===== config.mk =====
export PLATFORM = sky130hd
export DESIGN_NAME = vram_arbiter_flat
export DESIGN_NICKNAME = d
export VERILOG_FILES = /design/src/rtl/vram_arbiter_if.sv /design/src/rtl/vram_arbiter.sv /design/src/flat_wrapper.sv
export SDC_FILE = /design/constraint.sdc
export NUM_CORES = 1
export LEC_CHECK = 0
export BUFFER_PORTS_ARGS = -buffer_cell sky130_fd_sc_hd__buf_4
export CORE_ASPECT_RATIO = 1.5
export CORE_UTILIZATION = 43
export CTS_BUF_LIST = sky130_fd_sc_hd__clkbuf_2
export CTS_CLUSTER_DIAMETER = 60
export DETAILED_ROUTE_END_ITERATION = 6
export GPL_TIMING_DRIVEN = 0
export PLACE_DENSITY = 0.78
export SLEW_MARGIN = 40
export SYNTH_ARGS = -nofsm -noshare
export SYNTH_HDL_FRONTEND = slang
export SYNTH_SLANG_ARGS = --single-unit
export TNS_END_PERCENT = 20

===== constraint.sdc =====
create_clock -name clk -period 2.5 [get_ports clk]
set_input_delay 0.25 -clock clk [delete_from_list [all_inputs] [get_ports clk]]
set_output_delay 0.25 -clock clk [all_outputs]
set_load 0.03 [all_outputs]

===== src/rtl/vram_arbiter_if.sv =====
// vram_arbiter_if: one VRAM-style access bus.
//   sel   - request / access strobe, held until ack or err
//   wr    - 1 = write, 0 = read
//   mask  - byte/nibble mask
//   addr  - word address
//   wdata - write data
//   rdata - read data, valid with ack
//   ack   - access complete, 1-cycle pulse
//   err   - access aborted, 1-cycle pulse (not driven on the VRAM side)
// master: the side that issues requests. slave: the side that serves them.
interface vram_arbiter_if #(
  parameter int unsigned ADDR_WIDTH = 16,
  parameter int unsigned DATA_WIDTH = 16
);
  logic                  sel;
  logic                  wr;
  logic [3:0]            mask;
  logic [ADDR_WIDTH-1:0] addr;
  logic [DATA_WIDTH-1:0] wdata;
  logic [DATA_WIDTH-1:0] rdata;
  logic                  ack;
  logic                  err;

  modport master (output sel, wr, mask, addr, wdata, input rdata, ack, err);
  modport slave  (input sel, wr, mask, addr, wdata, output rdata, ack, err);
endinterface


===== src/rtl/vram_arbiter.sv =====
// vram_arbiter: shares the single VRAM port between port 0 (rasterizer write
// stream) and port 1 (host access). Round-robin, one access in flight, all
// VRAM-side and requester-side outputs registered, per-access ack watchdog.
// Ports:
//   clk     - clock
//   reset_i - asynchronous reset, active high
//   m0      - port 0 requester bus (slave side)
//   m1      - port 1 requester bus (slave side)
//   vram    - VRAM controller bus (master side); vram.err is not used
module vram_arbiter #(
  parameter int unsigned ADDR_WIDTH = 16,
  parameter int unsigned DATA_WIDTH = 16,
  parameter int unsigned TIMEOUT    = 64
) (
  input  logic           clk,
  input  logic           reset_i,
  vram_arbiter_if.slave  m0,
  vram_arbiter_if.slave  m1,
  vram_arbiter_if.master vram
);

  localparam int unsigned CntW = (TIMEOUT > 2) ? $clog2(TIMEOUT) : 1;
  localparam logic [CntW-1:0] CntLast = CntW'(TIMEOUT - 1);

  typedef enum logic [1:0] {StIdle, StAccess, StAck} state_e;

  state_e                state_q;
  logic                  ptr_q;    // port that wins when both request
  logic                  owner_q;  // port that owns the access in flight
  logic [CntW-1:0]       cnt_q;
  logic                  vsel_q;
  logic                  vwr_q;
  logic [3:0]            vmask_q;
  logic [ADDR_WIDTH-1:0] vaddr_q;
  logic [DATA_WIDTH-1:0] vdata_q;
  logic                  m0_ack_q, m0_err_q, m1_ack_q, m1_err_q;
  logic [DATA_WIDTH-1:0] m0_rdata_q, m1_rdata_q;
  logic                  grant;

  // Port 1 wins if it is the only requester, or both request and it holds priority.
  assign grant = m1.sel & (~m0.sel | ptr_q);

  always_ff @(posedge clk or posedge reset_i) begin
    if (reset_i) begin
      state_q    <= StIdle;
      ptr_q      <= 1'b0;
      owner_q    <= 1'b0;
      cnt_q      <= '0;
      vsel_q     <= 1'b0;
      vwr_q      <= 1'b0;
      vmask_q    <= '0;
      vaddr_q    <= '0;
      vdata_q    <= '0;
      m0_ack_q   <= 1'b0;
      m0_err_q   <= 1'b0;
      m1_ack_q   <= 1'b0;
      m1_err_q   <= 1'b0;
      m0_rdata_q <= '0;
      m1_rdata_q <= '0;
    end else begin
      // ack/err are single-cycle pulses
      m0_ack_q <= 1'b0;
      m0_err_q <= 1'b0;
      m1_ack_q <= 1'b0;
      m1_err_q <= 1'b0;
      unique case (state_q)
        StIdle: begin
          if (m0.sel || m1.sel) begin
            owner_q <= grant;
            ptr_q   <= ~grant;
            cnt_q   <= '0;
            vsel_q  <= 1'b1;
            vwr_q   <= grant ? m1.wr    : m0.wr;
            vmask_q <= grant ? m1.mask  : m0.mask;
            vaddr_q <= grant ? m1.addr  : m0.addr;
            vdata_q <= grant ? m1.wdata : m0.wdata;
            state_q <= StAccess;
          end
        end
        StAccess: begin
          // ack takes precedence over a watchdog expiry in the same cycle
          if (vram.ack) begin
            vsel_q <= 1'b0;
            vwr_q  <= 1'b0;
            if (owner_q) begin
              m1_ack_q <= 1'b1;
              if (!vwr_q) m1_rdata_q <= vram.rdata;
            end else begin
              m0_ack_q <= 1'b1;
              if (!vwr_q) m0_rdata_q <= vram.rdata;
            end
            state_q <= StAck;
          end else if (cnt_q == CntLast) begin
            vsel_q <= 1'b0;
            vwr_q  <= 1'b0;
            if (owner_q) m1_err_q <= 1'b1;
            else         m0_err_q <= 1'b1;
            state_q <= StAck;
          end else begin
            cnt_q <= cnt_q + 1'b1;
          end
        end
        StAck:   state_q <= StIdle;
        default: state_q <= StIdle;
      endcase
    end
  end

  assign vram.sel   = vsel_q;
  assign vram.wr    = vwr_q;
  assign vram.mask  = vmask_q;
  assign vram.addr  = vaddr_q;
  assign vram.wdata = vdata_q;

  assign m0.ack   = m0_ack_q;
  assign m0.err   = m0_err_q;
  assign m0.rdata = m0_rdata_q;
  assign m1.ack   = m1_ack_q;
  assign m1.err   = m1_err_q;
  assign m1.rdata = m1_rdata_q;

endmodule


===== src/flat_wrapper.sv =====
// flat-port wrapper written by rule: the top's interface ports become plain ports
module vram_arbiter_flat 
#(
  parameter int unsigned ADDR_WIDTH = 16,
  parameter int unsigned DATA_WIDTH = 16,
  parameter int unsigned TIMEOUT    = 64
)
  (clk, reset_i, m0_sel, m0_wr, m0_mask, m0_addr, m0_wdata, m0_rdata, m0_ack, m0_err, m1_sel, m1_wr, m1_mask, m1_addr, m1_wdata, m1_rdata, m1_ack, m1_err, vram_sel, vram_wr, vram_mask, vram_addr, vram_wdata, vram_rdata, vram_ack, vram_err);
  vram_arbiter_if #(.ADDR_WIDTH(ADDR_WIDTH), .DATA_WIDTH(DATA_WIDTH)) m0_i ();
  vram_arbiter_if #(.ADDR_WIDTH(ADDR_WIDTH), .DATA_WIDTH(DATA_WIDTH)) m1_i ();
  vram_arbiter_if #(.ADDR_WIDTH(ADDR_WIDTH), .DATA_WIDTH(DATA_WIDTH)) vram_i ();
  input  logic clk;
  input  logic reset_i;
  input wire logic [$bits(m0_i.sel)-1:0] m0_sel;
  input wire logic [$bits(m0_i.wr)-1:0] m0_wr;
  input wire logic [$bits(m0_i.mask)-1:0] m0_mask;
  input wire logic [$bits(m0_i.addr)-1:0] m0_addr;
  input wire logic [$bits(m0_i.wdata)-1:0] m0_wdata;
  output wire logic [$bits(m0_i.rdata)-1:0] m0_rdata;
  output wire logic [$bits(m0_i.ack)-1:0] m0_ack;
  output wire logic [$bits(m0_i.err)-1:0] m0_err;
  input wire logic [$bits(m1_i.sel)-1:0] m1_sel;
  input wire logic [$bits(m1_i.wr)-1:0] m1_wr;
  input wire logic [$bits(m1_i.mask)-1:0] m1_mask;
  input wire logic [$bits(m1_i.addr)-1:0] m1_addr;
  input wire logic [$bits(m1_i.wdata)-1:0] m1_wdata;
  output wire logic [$bits(m1_i.rdata)-1:0] m1_rdata;
  output wire logic [$bits(m1_i.ack)-1:0] m1_ack;
  output wire logic [$bits(m1_i.err)-1:0] m1_err;
  output wire logic [$bits(vram_i.sel)-1:0] vram_sel;
  output wire logic [$bits(vram_i.wr)-1:0] vram_wr;
  output wire logic [$bits(vram_i.mask)-1:0] vram_mask;
  output wire logic [$bits(vram_i.addr)-1:0] vram_addr;
  output wire logic [$bits(vram_i.wdata)-1:0] vram_wdata;
  input wire logic [$bits(vram_i.rdata)-1:0] vram_rdata;
  input wire logic [$bits(vram_i.ack)-1:0] vram_ack;
  input wire logic [$bits(vram_i.err)-1:0] vram_err;
  assign m0_i.sel = m0_sel;
  assign m0_i.wr = m0_wr;
  assign m0_i.mask = m0_mask;
  assign m0_i.addr = m0_addr;
  assign m0_i.wdata = m0_wdata;
  assign m0_rdata = m0_i.rdata;
  assign m0_ack = m0_i.ack;
  assign m0_err = m0_i.err;
  assign m1_i.sel = m1_sel;
  assign m1_i.wr = m1_wr;
  assign m1_i.mask = m1_mask;
  assign m1_i.addr = m1_addr;
  assign m1_i.wdata = m1_wdata;
  assign m1_rdata = m1_i.rdata;
  assign m1_ack = m1_i.ack;
  assign m1_err = m1_i.err;
  assign vram_sel = vram_i.sel;
  assign vram_wr = vram_i.wr;
  assign vram_mask = vram_i.mask;
  assign vram_addr = vram_i.addr;
  assign vram_wdata = vram_i.wdata;
  assign vram_i.rdata = vram_rdata;
  assign vram_i.ack = vram_ack;
  assign vram_i.err = vram_err;
  vram_arbiter #(.ADDR_WIDTH(ADDR_WIDTH), .DATA_WIDTH(DATA_WIDTH), .TIMEOUT(TIMEOUT)) u_core (.clk(clk), .reset_i(reset_i), .m0(m0_i), .m1(m1_i), .vram(vram_i));
endmodule

Word level (Yosys, flattened, before mapping)
Cells that the tools add are included.
{"block": "totals", "register_bits": 84, "out_inout_bits": 74, "wordCells": 67}
{"block": "op_classes", "add_sub_neg": 1, "n_eq_ne": 6, "n_mux": 30, "n_bitwise": 6, "reduce_logical": 9}
{"cell": "two-way mux 16 bit", "count": 2}
{"cell": "two-way mux 6 bit", "count": 3}
{"cell": "two-way mux 1 bit", "count": 17}
{"cell": "one-hot mux 6 bit (2 select lines)", "count": 1}
{"cell": "AND reduction 4 bit", "count": 3}
{"cell": "adder 6 x 1 -> 6 bit (second input constant)", "count": 1}
{"cell": "== test 6 bit (second input constant)", "count": 1}
{"cell": "two-way mux 2 bit", "count": 3}
{"cell": "two-way mux 4 bit", "count": 1}
{"cell": "inequality test 2 bit (second input constant)", "count": 2}
{"cell": "NOT 1 bit", "count": 4}
{"cell": "one-hot mux 1 bit (2 select lines)", "count": 2}
{"cell": "one-hot mux 2 bit (2 select lines)", "count": 1}
{"cell": "AND reduction 2 bit", "count": 2}
{"cell": "inequality test 3 x 2 -> 1 bit (second input constant)", "count": 1}
{"cell": "AND reduction 3 bit", "count": 1}
{"cell": "== test 2 x 1 -> 1 bit (second input constant)", "count": 1}
{"cell": "zero test 2 bit", "count": 1}
{"cell": "inequality test 2 x 1 -> 1 bit (second input constant)", "count": 1}
{"cell": "nonzero test 2 bit", "count": 1}
{"cell": "bitwise AND 1 bit", "count": 1}
{"cell": "logical OR 1 bit", "count": 1}
{"cell": "bitwise OR 1 bit", "count": 1}

Longest topological paths before layout
{"block": "depth", "ltp_word": 6, "mapped_depth": 6}

Worst setup path before layout
Ideal clock, no wire load.
{"block": "synth_path", "path_kind": "register -> register", "from": "register u_core.state_q[0]", "to": "register u_core.m0_rdata_q[0], in the netlist u_core.m0.rdata[0]", "setup_time_ns": 0.125, "arrival_time_ns": 1.603, "required_time_ns": 2.375, "path_slack_ns": 0.772, "stages_incl_launch_ff": 6, "cell_sequence": "dfrtp_1 nor2b_4 nand2_1 nor3_2 buf_4 mux2_2"}
{"block": "synth_via", "elab_chain_cells": 2}
{"item": "start: declaration", "line_no": "vram_arbiter.sv:27", "rtl": "state_e state_q;"}
{"item": "start signal: assignment", "line_no": "vram_arbiter.sv:45", "rtl": "state_q <= StIdle;"}
{"item": "start signal: assignment", "line_no": "vram_arbiter.sv:77", "rtl": "state_q <= StAccess;"}
{"item": "start signal: assignment", "line_no": "vram_arbiter.sv:92", "rtl": "state_q <= StAck;"}
{"item": "== test 2 x 1 -> 1 bit", "line_no": "vram_arbiter.sv:66", "rtl": "unique case (state_q)"}
{"item": "AND reduction 4 bit (no line)"}
{"item": "end signal: assignment", "line_no": "vram_arbiter.sv:90", "rtl": "if (!vwr_q) m0_rdata_q <= vram.rdata;"}
{"item": "end: declaration", "line_no": "vram_arbiter.sv:37", "rtl": "logic [DATA_WIDTH-1:0] m0_rdata_q, m1_rdata_q;"}
No other way between the ends.
A chain may end at the register's enable or synchronous reset.

Final worst setup path
{"block": "layout_path", "from": "register u_core.ptr_q", "to": "register u_core.vaddr_q[1], in the netlist u_core.vram.addr[1]"}
{"block": "layout_via", "elab_chain_cells": 3}
{"item": "start: declaration", "line_no": "vram_arbiter.sv:28", "rtl": "logic ptr_q;"}
{"item": "start signal: assignment", "line_no": "vram_arbiter.sv:70", "rtl": "ptr_q <= ~grant;"}
{"item": "bitwise OR 1 bit", "line_no": "vram_arbiter.sv:41", "rtl": "assign grant = m1.sel & (~m0.sel | ptr_q);"}
{"item": "bitwise AND 1 bit", "line_no": "vram_arbiter.sv:41"}
{"item": "two-way mux 16 bit", "line_no": "vram_arbiter.sv:75", "rtl": "vaddr_q <= grant ? m1.addr : m0.addr;"}
{"item": "end signal: assignment", "line_no": "vram_arbiter.sv:75"}
{"item": "end: declaration", "line_no": "vram_arbiter.sv:34", "rtl": "logic [ADDR_WIDTH-1:0] vaddr_q;"}
No other way between the ends.

==> key figures <==
Run status
  – Status: complete, no violations

STA
  – Fmax: 0.414 GHz
  – TNS Setup: 0 ns
  – Setup-failing EPs final: 0
  – Unrepaired setup endpoints after global routing: yes
  – Final worst-path cycle share: between 90 and 100%
  – Setup WS post-layout: 0.0869 ns
  – Worst slew margin: 57.0%
  – Min Tclk post-route: 2.41 ns
  – Endpoints failing hold: 0
  – Worst slew pin tran: 0.641 ns
  – Layout Skew: 0.0371 ns
  – Max-slew violation total from the final report: 0

Clocking
  – Cts bufs inserted: 9
  – Worst-path clk slew: 0.27 ns
  – CTS tree: built
  – Clk Latency, worst-skew pair: 0.55 ns
  – H-tree levels: 3
  – Clock Path Buffers: 2
  – Clock Sinks: 84
  – Clock root buffer: clkbuf_2

Detailed routing
  – Antenna viol nets, final: 0
  – Vias after detailed routing: 3,303
  – Vias per cell: around 5.2
  – Detailed Routing Iterations Pass 1: 4
  – DR iter-0 viols: 113
  – Drc violations: 0
  – WL/cell: 17.7 microns
  – Final WL: 11.2 mm

Synth
  – Register area share after synthesis: 60.3%
  – Total of warnings raised by yosys: 0
  – Cells after Synth: 253
  – Cell Area, Synth: 3490 sq um
  – Synthesized area per cell: 13.8 sq um
  – Post-Syn Nets: 350
  – Most area-hungry cell type in the Yosys netlist: dfrtp_1
  – Synth unique cells: 30
  – Post-synth top area share: 60.3%
  – Register bit total from synthesis: 84
  – Top cells by area, synth: dfrtp_1 (60%), mux2_2 (10%), a22o_1 (9.0%)

Die
  – Die area: around 8500 sq um
  – IO Pins: 170
  – Initial Utilization: a little under half
  – Die W: between 70 and 80 microns
  – CORE AREA: 7710 sq um
  – Die height: ~110 microns
  – Row Count: 39

Pwr
  – Gate power share: between 50% and 60%
  – Sw Share: 43.1%
  – LEAKAGE: 3.12 nW
  – Seq pwr share: about a third
  – Clock power frac: under 10%
  – Pint: 4.23 mW
  – Pwr dens: 1250 nW/um^2
  – VDD IR-drop max: 0.000960 V
  – Switching Power: between 3 and 4 mW

Critical path
  – Worst Path Max Fanout: 10
  – CP Capture Type: register
  – Cell depth of the worst flop-to-flop path: 5
  – Worst r2r src: u_core.ptr_q$_DFFE_PP0P_
  – CP Data Required Time: roughly 3.0 ns
  – WP data arrival: 2.93 ns
  – R2r endpoint: u_core.vram.addr[1]$_DFFE_PP0P_
  – Reg-to-reg setup timing slack: slightly below 0.09 ns
  – Startpoint types: register
  – Crit Path Class: reg2reg

Final layout
  – Nets: 623
  – Area Overhead vs Synth: 70.1%
  – Layout cells sized above 1: 44.8%
  – Fill cells: 463
  – FF/Latch Area: about 2100 sq um
  – Area of the multi-input gates: 1310 sq um

Placed design
  – Routability cong.: between 0.8 and 0.9
  – Port Buf Inserts: 168
  – Post-place setup slack: approximately 0.46 ns
  – Hpwl dp: 6.53 mm

GRT
  – First-pass GRT wire length: 17.5 mm
  – Largest net degree at the start of global routing: between 40 and 50
  – Vias in the first global route: 3,591
  – Overflow after GRT: 0
  – Initial antenna violation count: 1
  – GRT Overall Usage: 27.8%

Worst hold path
  – Hold_sp: m1_wr
  – Hold Path Sink: u_core.vram.wr$_DFFE_PP0P_
  – Hold path depth: 3
  – Worst hold path type: in2reg

Job
  – Maxcap violations: 0
==> cells in the mapped netlist (all sizes together) <==
library cell / n
a2111oi: 1
mux2: 32
and3: 3
ha: 1
nor3: 3
a22o: 38
and2: 1
nor3b: 3
nand2b: 1
o21ai: 5
nand3: 4
a21o: 40
a221o: 1
o21a: 2
nand2: 3
buf: 3
nor2: 4
dfrtp: 84
and4b: 1
a31o: 1
inv: 5
mux2i: 2
or3b: 1
clkbuf: 10
nor2b: 2
o22ai: 2
==> metrics by stage <==
stage	total power, mW	utilization, %	instance area (sq um)	hold WS [ns]	std cells
global placement	5.97	63.2	4870	0.448	523
detailed placement	6.08	63.6	4900	0.277	524
global route	7.83	76.9	5930	0.0145	634
finish	7.44	76.9	5930	0.0176	634
CTS	7.24	76.5	5900	0.00111	630
floorplan	4.71	-	3490	0.366	253
==> cell usage in the layout, fill, tap and decap left out, drive strengths merged <==
| master | count |
|---|---|
| buf | 175 |
| dlygate4sd3 | 90 |
| dfrtp | 84 |
| a21o | 40 |
| a22o | 38 |
| mux2 | 32 |
| clkbuf | 19 |
| inv | 7 |
| o21ai | 5 |
| nor2 | 4 |
| nand3 | 4 |
| and3 | 3 |
| nor3b | 3 |
| nand2 | 3 |
| nor3 | 3 |
| clkinv | 3 |
| mux2i | 2 |
| o21a | 2 |
| o22ai | 2 |
| clkinvlp | 2 |
| nor2b | 2 |
| diode | 1 |
| or3b | 1 |
| a31o | 1 |
| and2 | 1 |
| nand2b | 1 |
| a2111oi | 1 |
| and4b | 1 |
| a221o | 1 |
| ha | 1 |
==> power by group through the flow <==
| stage | Combinational, mW | Sequential (mW) | Clock (mW) |
|---|---|---|---|
| 3_3_place_gp | 3.61 | 2.37 | 0 |
| 2_1_floorplan | 1.25 | 3.46 | 0 |
| 6_report | 4.38 | 2.42 | 0.643 |
| 4_1_cts | 4.23 | 2.36 | 0.649 |
| 3_5_place_dp | 3.69 | 2.38 | 0 |
| 5_1_grt | 4.64 | 2.49 | 0.703 |
==> final cells by class <==
| type | instances | area share [%] |
|---|---|---|
| Clock buffer | 9 | 0.760 |
| Multi-Input combinational cell | 151 | 22.0 |
| Inverter | 5 | 0.401 |
| Timing Repair Buffer | 262 | 37.2 |
| Tap cell | 102 | 2.15 |
| Buffer | 13 | 1.12 |
| Sequential cell | 84 | 35.5 |
| Antenna cell | 1 | 0.0422 |
| Clock inverter | 7 | 0.865 |
==> critical path, cell delays in order, from the launching register on <==
cell           delay [ns]
dfrtp_1              0.47
o21ai_0              0.18
nor3_2               0.49
clkbuf_1             0.46
a21o_1               0.21
dlygate4sd3_1        0.56
==> per-layer routing <==
metal | GRT usage (%) | routed length [microns] | part of all wire [%]
met1 | 30.2 | 4240 | 38
met2 | 48.7 | 5750 | 51
met3 | 8.08 | 871 | 7.8
met4 | 12.1 | 353 | 3.1
met5 | 0 | 0 | 0
==> what timing repair did <==
action                                  CTS  global route
gates resized for setup                   0            10
endpoints found under the setup margin    0            31
buffers inserted                          0             3
hold buffers                             90             0
endpoints found under the hold margin   112             0
==> worst max-delay path by stage <==
stage / cells past startpoint / end / slack [ns] / startpoint
after floorplan: 1 / u_core.cnt_q[0]$_DFFE_PP0P_ / 0.08 / reset_i
after global placement: 2 / u_core.vram.addr[7]$_DFFE_PP0P_ / -0.84 / reset_i
after detailed placement: 5 / u_core.m0.rdata[3]$_DFFE_PP0P_ / 0.46 / u_core.state_q[0]$_DFFE_PP0P_
after CTS: 5 / u_core.vram.addr[3]$_DFFE_PP0P_ / 0.02 / u_core.state_q[0]$_DFFE_PP0P_
after global routing: 5 / u_core.vram.addr[10]$_DFFE_PP0P_ / -0.02 / u_core.ptr_q$_DFFE_PP0P_
final: 5 / u_core.vram.addr[1]$_DFFE_PP0P_ / 0.09 / u_core.ptr_q$_DFFE_PP0P_
==> sequential cells by signal, indices dropped and copies added (netlist names), 2 cells and up <==
register and flops:
u_core.cnt_q 6, u_core.m0.rdata 16, u_core.m1.rdata 16, u_core.state_q 2
u_core.vram.addr 16, u_core.vram.mask 4, u_core.vram.wdata 16
==> kinds of logic after synthesis <==
kind of cell	after synthesis	share of synthesized area (%)
AO/OA/AOI/OAI	90	21.3
adder cells (fa/ha/maj)	1	0.359
AND/OR/NAND/NOR	26	4.85
multiplexers	34	10.9
buffers and inverters	18	2.26
flip-flops	84	60.3
No activity file was read; power rests on OpenSTA's default activity.
